## config.mk

```make
export PLATFORM = sky130hd
export DESIGN_NAME = bullet_pool_flat
export DESIGN_NICKNAME = d
export VERILOG_FILES = /design/src/rtl/bullet_pool_pkg.sv /design/src/rtl/bullet_pool_if.sv /design/src/rtl/bullet_pool_btn_edge.sv /design/src/rtl/bullet_pool.sv /design/src/flat_wrapper.sv
export SDC_FILE = /design/constraint.sdc
export NUM_CORES = 1
export LEC_CHECK = 0
export ABC_AREA = 0
export BUFFER_PORTS_ARGS = -buffer_cell sky130_fd_sc_hd__buf_2
export CORE_UTILIZATION = 47
export CTS_CLUSTER_SIZE = 12
export DETAILED_ROUTE_END_ITERATION = 10
export PLACE_DENSITY = 0.68
export REMOVE_ABC_BUFFERS = 1
export SYNTH_ARGS = -nofsm -noshare
export SYNTH_HDL_FRONTEND = slang
export SYNTH_HIERARCHICAL = 1
export SYNTH_SLANG_ARGS = --single-unit
```

## constraint.sdc

```tcl
create_clock -name clock -period 5.6 [get_ports clock]
set_clock_uncertainty 0.1 [all_clocks]
set_input_delay 1.12 -clock clock [delete_from_list [all_inputs] [get_ports clock]]
set_output_delay 1.12 -clock clock [all_outputs]
set_load 0.02 [all_outputs]
```

## src/rtl/bullet_pool_pkg.sv

```systemverilog
// Shared game constants and coordinate types used by the bullet layer.
package bullet_pool_pkg;
  localparam int SCREEN_WRAP = 512;
  localparam int COORD_W     = 19;
  localparam int BULLET_W    = 4;
  localparam int BULLET_H    = 8;
  localparam int WRAP_W      = $clog2(SCREEN_WRAP);
  localparam int SPAWN_DX    = 13;
  localparam int SPAWN_DY    = 8;

  typedef logic [COORD_W-1:0] coord_t;
  typedef logic [WRAP_W-1:0]  wrap_t;

  // Index width that stays legal for a single-entry range.
  function automatic int idx_w(input int n);
    return (n > 1) ? $clog2(n) : 1;
  endfunction
endpackage

```

## src/rtl/bullet_pool_if.sv

```systemverilog
// Game-side signal bundle for the bullet pool: controls, raster position, kill request, outputs.
interface bullet_pool_if
  import bullet_pool_pkg::*;
#(
  parameter int NUM_SLOTS = 4
);
  localparam int KW = idx_w(NUM_SLOTS);

  logic                 start;
  logic                 fire_n;
  coord_t               ship_x;
  coord_t               ship_y;
  coord_t               x;
  coord_t               y;
  logic                 kill_valid;
  logic [KW-1:0]        kill_slot;
  logic [NUM_SLOTS-1:0] active;
  logic [23:0]          rgb;

  modport master (
    output start, fire_n, ship_x, ship_y, x, y, kill_valid, kill_slot,
    input  active, rgb
  );

  modport slave (
    input  start, fire_n, ship_x, ship_y, x, y, kill_valid, kill_slot,
    output active, rgb
  );
endinterface

```

## src/rtl/bullet_pool_btn_edge.sv

```systemverilog
// Two-flop synchronizer for an active-low button plus a falling-edge detector.
module btn_edge (
  input  logic clock,
  input  logic reset,
  input  logic i_btn_n,
  output logic o_fall
);
  logic r_sync1;
  logic r_sync2;
  logic r_prev;

  // All flops rest at the released level so reset itself never looks like a press.
  always_ff @(posedge clock or posedge reset) begin
    if (reset) begin
      r_sync1 <= 1'b1;
      r_sync2 <= 1'b1;
      r_prev  <= 1'b1;
    end else begin
      r_sync1 <= i_btn_n;
      r_sync2 <= r_sync1;
      r_prev  <= r_sync2;
    end
  end

  assign o_fall = r_prev & ~r_sync2;
endmodule

```

## src/rtl/bullet_pool.sv

```systemverilog
// Fixed pool of upward-moving bullets: spawn on fire, move on ticks, kill on request, raster overlay.
module bullet_pool
  import bullet_pool_pkg::*;
#(
  parameter int          NUM_SLOTS = 4,
  parameter int          TICK_DIV  = 100000,
  parameter int          SPEED     = 2,
  parameter int          COOLDOWN  = 8,
  parameter logic [23:0] COLOR     = 24'hFFFF00
) (
  input  logic         clock,
  input  logic         reset,
  bullet_pool_if.slave bus
);
  localparam int KW = idx_w(NUM_SLOTS);
  localparam int TW = idx_w(TICK_DIV);
  localparam int CW = idx_w(COOLDOWN + 1);

  logic [TW-1:0]        r_tick_cnt;
  logic [CW-1:0]        r_cool;
  logic                 r_active [NUM_SLOTS];
  wrap_t                r_bx     [NUM_SLOTS];
  coord_t               r_by     [NUM_SLOTS];

  logic                 w_fall;
  logic                 w_tick;
  logic                 w_free;
  logic                 w_spawn;
  logic [KW-1:0]        w_target;
  logic [NUM_SLOTS-1:0] w_cover;
  logic [NUM_SLOTS-1:0] w_active;
  wrap_t                w_spawn_bx;
  coord_t               w_spawn_by;

  btn_edge u_fire (
    .clock   (clock),
    .reset   (reset),
    .i_btn_n (bus.fire_n),
    .o_fall  (w_fall)
  );

  assign w_tick = (r_tick_cnt == TW'(TICK_DIV - 1));

  always_ff @(posedge clock or posedge reset) begin
    if (reset)       r_tick_cnt <= '0;
    else if (w_tick) r_tick_cnt <= '0;
    else             r_tick_cnt <= r_tick_cnt + 1'b1;
  end

  // Target is chosen from registered occupancy, so a slot killed this cycle is not reused yet.
  always_comb begin
    w_free   = 1'b0;
    w_target = '0;
    for (int i = NUM_SLOTS - 1; i >= 0; i--) begin
      if (!r_active[i]) begin
        w_free   = 1'b1;
        w_target = KW'(i);
      end
    end
  end

  assign w_spawn    = w_fall & bus.start & (r_cool == '0) & w_free;
  assign w_spawn_bx = wrap_t'(bus.ship_x + coord_t'(SPAWN_DX));
  assign w_spawn_by = bus.ship_y - coord_t'(SPAWN_DY);

  always_ff @(posedge clock or posedge reset) begin
    if (reset)                      r_cool <= '0;
    else if (!bus.start)            r_cool <= '0;
    else if (w_spawn)               r_cool <= CW'(COOLDOWN);
    else if (w_tick && r_cool != 0) r_cool <= r_cool - 1'b1;
  end

  generate
    for (genvar gi = 0; gi < NUM_SLOTS; gi++) begin : g_slot
      wrap_t  w_dx;
      coord_t w_dy;

      assign w_dx          = wrap_t'(bus.x - coord_t'(r_bx[gi]));
      assign w_dy          = bus.y - r_by[gi];
      assign w_cover[gi]   = r_active[gi] & (w_dx < wrap_t'(BULLET_W)) & (w_dy < coord_t'(BULLET_H));
      assign w_active[gi]  = r_active[gi];

      // Kill beats movement; a spawn can only land in a slot that was already empty.
      always_ff @(posedge clock or posedge reset) begin
        if (reset) begin
          r_active[gi] <= 1'b0;
          r_bx[gi]     <= '0;
          r_by[gi]     <= '0;
        end else if (!bus.start) begin
          r_active[gi] <= 1'b0;
        end else if (r_active[gi] && bus.kill_valid && bus.kill_slot == KW'(gi)) begin
          r_active[gi] <= 1'b0;
        end else if (r_active[gi] && w_tick) begin
          if (r_by[gi] >= coord_t'(SPEED)) r_by[gi] <= r_by[gi] - coord_t'(SPEED);
          else                             r_active[gi] <= 1'b0;
        end else if (w_spawn && w_target == KW'(gi)) begin
          r_active[gi] <= 1'b1;
          r_bx[gi]     <= w_spawn_bx;
          r_by[gi]     <= w_spawn_by;
        end
      end
    end
  endgenerate

  assign bus.active = w_active;
  assign bus.rgb    = (bus.start && (|w_cover)) ? COLOR : 24'h000000;
endmodule

```

## src/flat_wrapper.sv

```systemverilog
// flat-port wrapper written by rule: the top's interface ports become plain ports
module bullet_pool_flat import bullet_pool_pkg::*;
#(
  parameter int          NUM_SLOTS = 4,
  parameter int          TICK_DIV  = 100000,
  parameter int          SPEED     = 2,
  parameter int          COOLDOWN  = 8,
  parameter logic [23:0] COLOR     = 24'hFFFF00
)
  (clock, reset, bus_start, bus_fire_n, bus_ship_x, bus_ship_y, bus_x, bus_y, bus_kill_valid, bus_kill_slot, bus_active, bus_rgb);
  bullet_pool_if #(.NUM_SLOTS(NUM_SLOTS)) bus_i ();
  input  logic clock;
  input  logic reset;
  input wire logic [$bits(bus_i.start)-1:0] bus_start;
  input wire logic [$bits(bus_i.fire_n)-1:0] bus_fire_n;
  input wire logic [$bits(bus_i.ship_x)-1:0] bus_ship_x;
  input wire logic [$bits(bus_i.ship_y)-1:0] bus_ship_y;
  input wire logic [$bits(bus_i.x)-1:0] bus_x;
  input wire logic [$bits(bus_i.y)-1:0] bus_y;
  input wire logic [$bits(bus_i.kill_valid)-1:0] bus_kill_valid;
  input wire logic [$bits(bus_i.kill_slot)-1:0] bus_kill_slot;
  output wire logic [$bits(bus_i.active)-1:0] bus_active;
  output wire logic [$bits(bus_i.rgb)-1:0] bus_rgb;
  assign bus_i.start = bus_start;
  assign bus_i.fire_n = bus_fire_n;
  assign bus_i.ship_x = bus_ship_x;
  assign bus_i.ship_y = bus_ship_y;
  assign bus_i.x = bus_x;
  assign bus_i.y = bus_y;
  assign bus_i.kill_valid = bus_kill_valid;
  assign bus_i.kill_slot = bus_kill_slot;
  assign bus_active = bus_i.active;
  assign bus_rgb = bus_i.rgb;
  bullet_pool #(.NUM_SLOTS(NUM_SLOTS), .TICK_DIV(TICK_DIV), .SPEED(SPEED), .COOLDOWN(COOLDOWN), .COLOR(COLOR)) u_core (.clock(clock), .reset(reset), .bus(bus_i));
endmodule
```

**Yosys cells after proc, flatten, opt, wreduce, memory -nomap -nowiden**

Cells that the tools add are included.
W data, S select, Z words.

- Add/sub/neg operators: 16
- Order comparisons: 12
- Eq/ne operators: 20
- Multiplexer cells: 45
- Bitwise operators: 21
- Reductions and logical operators: 39

Operators with widths:

| kind | number |
|---|---|
| $mux W19 | 12 |
| $ge A19 B2 Y1 const B | 4 |
| $lt A19 B4 Y1 const B | 4 |
| $sub A19 B19 Y19 | 4 |
| $sub A19 B2 Y19 const B | 4 |
| $lt A9 B3 Y1 const B | 4 |
| $sub A9 B9 Y9 | 4 |
| $reduce_and A4 Y1 | 8 |
| $mux W1 | 24 |
| $mux W24 | 1 |
| $sub A19 B4 Y19 const B | 1 |
| $logic_and A1 B1 Y1 | 18 |
| $add A17 B1 Y17 const B | 1 |
| $eq A17 B17 Y1 const B | 1 |
| $mux W17 | 1 |
| $ne A4 B1 Y1 const B | 4 |
| $ne A4 B3 Y1 const B | 4 |
| $and A1 B1 Y1 | 12 |
| $mux W4 | 3 |
| $add A9 B4 Y9 const B | 1 |
| $not A1 Y1 | 9 |
| $eq A2 B2 Y1 const B | 4 |
| $mux W2 | 4 |
| $ne A2 B2 Y1 const B | 4 |
| other kinds (9) | 17 |

- Register bits: 140
- Input port bits: 83
- Output and inout bits: 28
- Word-level logic and storage cells: 170

**Depth between registers and ports, before layout**

- Depth after elaboration: 10
- Gate-level depth with buffers: 14
- Gate-level depth less buffers: 12

**Cells and area by module**

Netlist, hierarchy kept.

By module, submodules not included:

| module | times used | cells each | area an instance (um^2) | sequential area each (um^2) |
|---|---|---|---|---|
| bullet_pool | 1 | 1,558 | 12,010.3 | 3,428.3 |
| btn_edge | 1 | 5 | 96.3 | 78.8 |

**Worst setup path before layout**

OpenSTA, ideal clock, no wires.

- Path type: in2out
- Start: input port bus_y[14]
- End: output port bus_rgb[10]
- Arrival: 4.602 ns
- Data required time: 4.380 ns
- Slack: -0.222 ns
- Stages on the path: 12
- Buffers on the path: 1
- Cell sequence: ha_1 > inv_2 > a22o_1 > or4_1 > a2111oi_1 > o2111ai_1 > or4_1 > or4_1 > nor4_1 > and3_1 > a311o_1 > buf_4

- Word-level cells in the longest chain between the ends: 6
- Elaborated cells between the ends (all ways): 15
- Those cells by class: add/sub (4); order compare (4); mux (1); bitwise (4); reduce/logical (2)

RTL lines:

| element | line | source |
|---|---|---|
| start, declared | flat_wrapper.sv:19 | `input wire logic [$bits(bus_i.y)-1:0] bus_y;` |
| $sub A19 B19 Y19 | bullet_pool.sv:79 | `assign w_dy = bus.y - r_by[gi];` |
| $lt A19 B4 Y1 | bullet_pool.sv:80 | `assign w_cover[gi] = r_active[gi] & (w_dx < wrap_t'(BULLET_W)) & (w_dy < coord_t'(BULLET_H));` |
| $and A1 B1 Y1 | bullet_pool.sv:80 |  |
| $reduce_or A4 Y1 * | bullet_pool.sv:106 | `assign bus.rgb = (bus.start && (\|w_cover)) ? COLOR : 24'h000000;` |
| $logic_and A1 B1 Y1 * | bullet_pool.sv:106 |  |
| $mux W24 * | bullet_pool.sv:106 |  |
| end, declared | flat_wrapper.sv:23 | `output wire logic [$bits(bus_i.rgb)-1:0] bus_rgb;` |

Mark *: on every way between the ends. The rest lies on a longest branch, timed or not.

**Worst setup path in the final report**

- Start: input port bus_y[11]
- End: output port bus_rgb[14]

Same word-level chain as after synthesis.

==> metrics <==
Max-Cap Viols 0; DR WL met2 17960 um; Total GRT Usage 30.34%; Root Buffer clkbuf_16; final WL 39540 um; Hold EP u_core/u_fire/r_sync2$_DFF_PP1_; worst-margin pin slew 1.194 ns; final net count 1919; first-pass GRT wire length 61790 um; CP required 4.38 ns; Hold WC Path Type register to register; post-route setup TNS -2.131 ns; clock-pin slew on the worst setup and hold paths 0.06 ns; Total Power 4.002 mW; Layout fillers 2335; full die area 26400 um2; largest net degree at the start of global routing 108; num rows 58; top sig layer met4; Vias per Instance 6.002; HPWL Detailed 30820 um; Worst Hold Launch u_core/u_fire/r_sync1$_DFF_PP1_; share of layout cells above drive strength 1 17.08%; io pins 111; status finished with violations; CTS Buf Count 17; count leader, synth a21oi_1; router iterations before antenna repair 6; worst path arrival time 4.52 ns; reg2reg setup slack 1.85 ns; RD Place Congestion 0.9433; initial antenna violation count 0; DP Worst Slack -0.3833 ns; Finished Cell Area 14520 um2; Num Clock Sinks 140; CP endpoint kind primary output; FF/Latch Area 3507 um2; max frequency 174.3 MHz; Final min period 5.738 ns; vias in the first global route 11850; cell taking the most area after synthesis dfrtp_1; Yosys Warn Count 6; routed via count 12460; CTS tree done; mapped cell area 12110 um2; critical path class input port to primary output; Max Buffers Root-to-Sink 2; Peak VDD IR 0.0001837 V; # port buffers 82; fin worst setup slack -0.1385 ns; Core Util, Final 57.48%; pwr dens 275.7 nW/um2; worst hold margin 0.2610 ns; Post-Place Cells 2040; antenna cell count 0; Syn Area/Cell 7.746 um2; post-synthesis cell count 1563; post-synth cell types 72; worst hold stages 0; crit path max fanout 8; Die Ht 162.5 um; wire length on met1 16800 um; Reg2Reg Depth 12; Multi-input gate area 7998 um2; P&R area growth vs syn 19.89%; Synth top area share 28.32%; Starting Density 47.94%; Synth area leaders dfrtp_1, ha_1, a21oi_1; Hold Fails Final Rpt 0; Remaining DRCs 0; core area 25250 um2; leak pwr 6.554 nW; Slew headroom 20.37%; drt initial violations 1099; launch point of the worst reg-to-reg path u_core/r_tick_cnt[0]$_DFF_PP0_; Worst-Skew Late Latency 0.43 ns; Async SR Flop Fraction 100.0%; setup violators final 16; WL/cell 19.05 um; RSZ-0062 raised after global routing yes; Synth Flop Type dfrtp_1; metal3 WL 3235 um; max-slew violation count 0; period utilization 102.5%; failing checks negative setup slack; Die W 162.5 um; FF-to-FF End u_core/r_by[68]$_DFFE_PP0P_; Synth Register Bits 140; Post-synth EDFFs 0; Antenna Nets Post-Route 0; Post-DP Area 13600 um2; GRT Residual Overflow 0; most frequent cells after synthesis a21oi_1, nand2_1, dfrtp_1; Critical Path Start Type input port; register area share after synthesis 28.97%; Layout Cells excl Fill 2075; Post-CTS Hold Fix Bufs 0; H-tree Lvls 4
cells by family (layout without fill, tap and decap cells):
| logic type | count (synthesis) | in the layout | share of synthesized area (%) |
|---|---|---|---|
| AO/OA/AOI/OAI | 481 | 481 | 24.38 |
| XOR/XNOR | 80 | 80 | 5.787 |
| adder cells (fa/ha/maj) | 104 | 104 | 10.75 |
| buffers and inverters | 206 | 381 | 7.110 |
| flip-flops | 140 | 140 | 28.97 |
| multiplexers | 19 | 19 | 1.602 |
| other | 1 | 8 | 0.03097 |
| AND/OR/NAND/NOR | 532 | 532 | 21.37 |
critical path, stage by stage:
cell	delay, ns
buf_2	0.16
buf_4	0.17
ha_1	0.34
a21o_1	0.15
a21oi_1	0.12
a31o_2	0.28
a41oi_2	0.26
nor2_1	0.10
a2111oi_2	0.30
nand4_1	0.16
or4_1	0.59
o22ai_2	0.21
a311o_1	0.24
buf_6	0.16
buf_4	0.14
flip-flops by register name, summed over array words and instances (netlist names):
register,count
u_core/r_bx,36
u_core/r_by,76
u_core/r_tick_cnt,17
u_core/bus.active,4
u_core/r_cool,4
u_core/u_fire/r_sync2,1
u_core/u_fire/r_prev,1
u_core/u_fire/r_sync1,1
routing by layer:
layer  vias up  GRT usage [%]
met1      5885          39.73
li1       5940              -
met4         0          12.61
met2       527          48.60
met3       103          6.112
met5         -              0
where the power goes:
| part | switching, mW | internal (mW) |
|---|---|---|
| Sequential | 0.107 | 1.14 |
| Combinational | 0.932 | 0.696 |
| Clock | 0.532 | 0.593 |
| Total | 1.57 | 2.43 |
repair_timing:
action	CTS	global route
resized for setup	43	25
pin swaps	13	11
gates cloned	1	0
endpoints found under the setup margin	16	16
setup buffers	1	1
hold endpoints to repair	0	0
placed cells by master, fill, tap and decap left out, types with 16 or more instances in the layout:
master	instances
a21o_1	21
a21oi_1	160
buf_2	64
buf_4	140
clkbuf_16	17
dfrtp_1	137
ha_1	99
inv_1	129
mux2i_1	16
nand2_1	147
nand2b_1	17
nand3_1	60
nand4_1	18
nor2_1	120
nor2b_1	17
nor3_1	56
o21ai_0	130
o22ai_1	18
xnor2_1	44
xor2_1	36
worst max path at each step:
stage / start / cells past startpoint / endpoint
after detailed placement: bus_y[14] / 14 / bus_rgb[10]
final: bus_y[11] / 15 / bus_rgb[14]
after floorplan: bus_y[14] / 11 / bus_rgb[10]
after global routing: bus_y[4] / 15 / bus_rgb[18]
after CTS: bus_y[14] / 14 / bus_rgb[10]
after global placement: bus_y[14] / 14 / bus_rgb[9]
cell type report:
class | count | share of cell area, %
clock buffers | 17 | 2.931
clock inverters | 15 | 0.9999
inverters | 132 | 3.448
multi-input cells | 1224 | 55.10
flip-flops and latches | 140 | 24.16
well taps | 330 | 2.845
repair buffers | 217 | 10.52
Power figures use the tool's default switching activity.
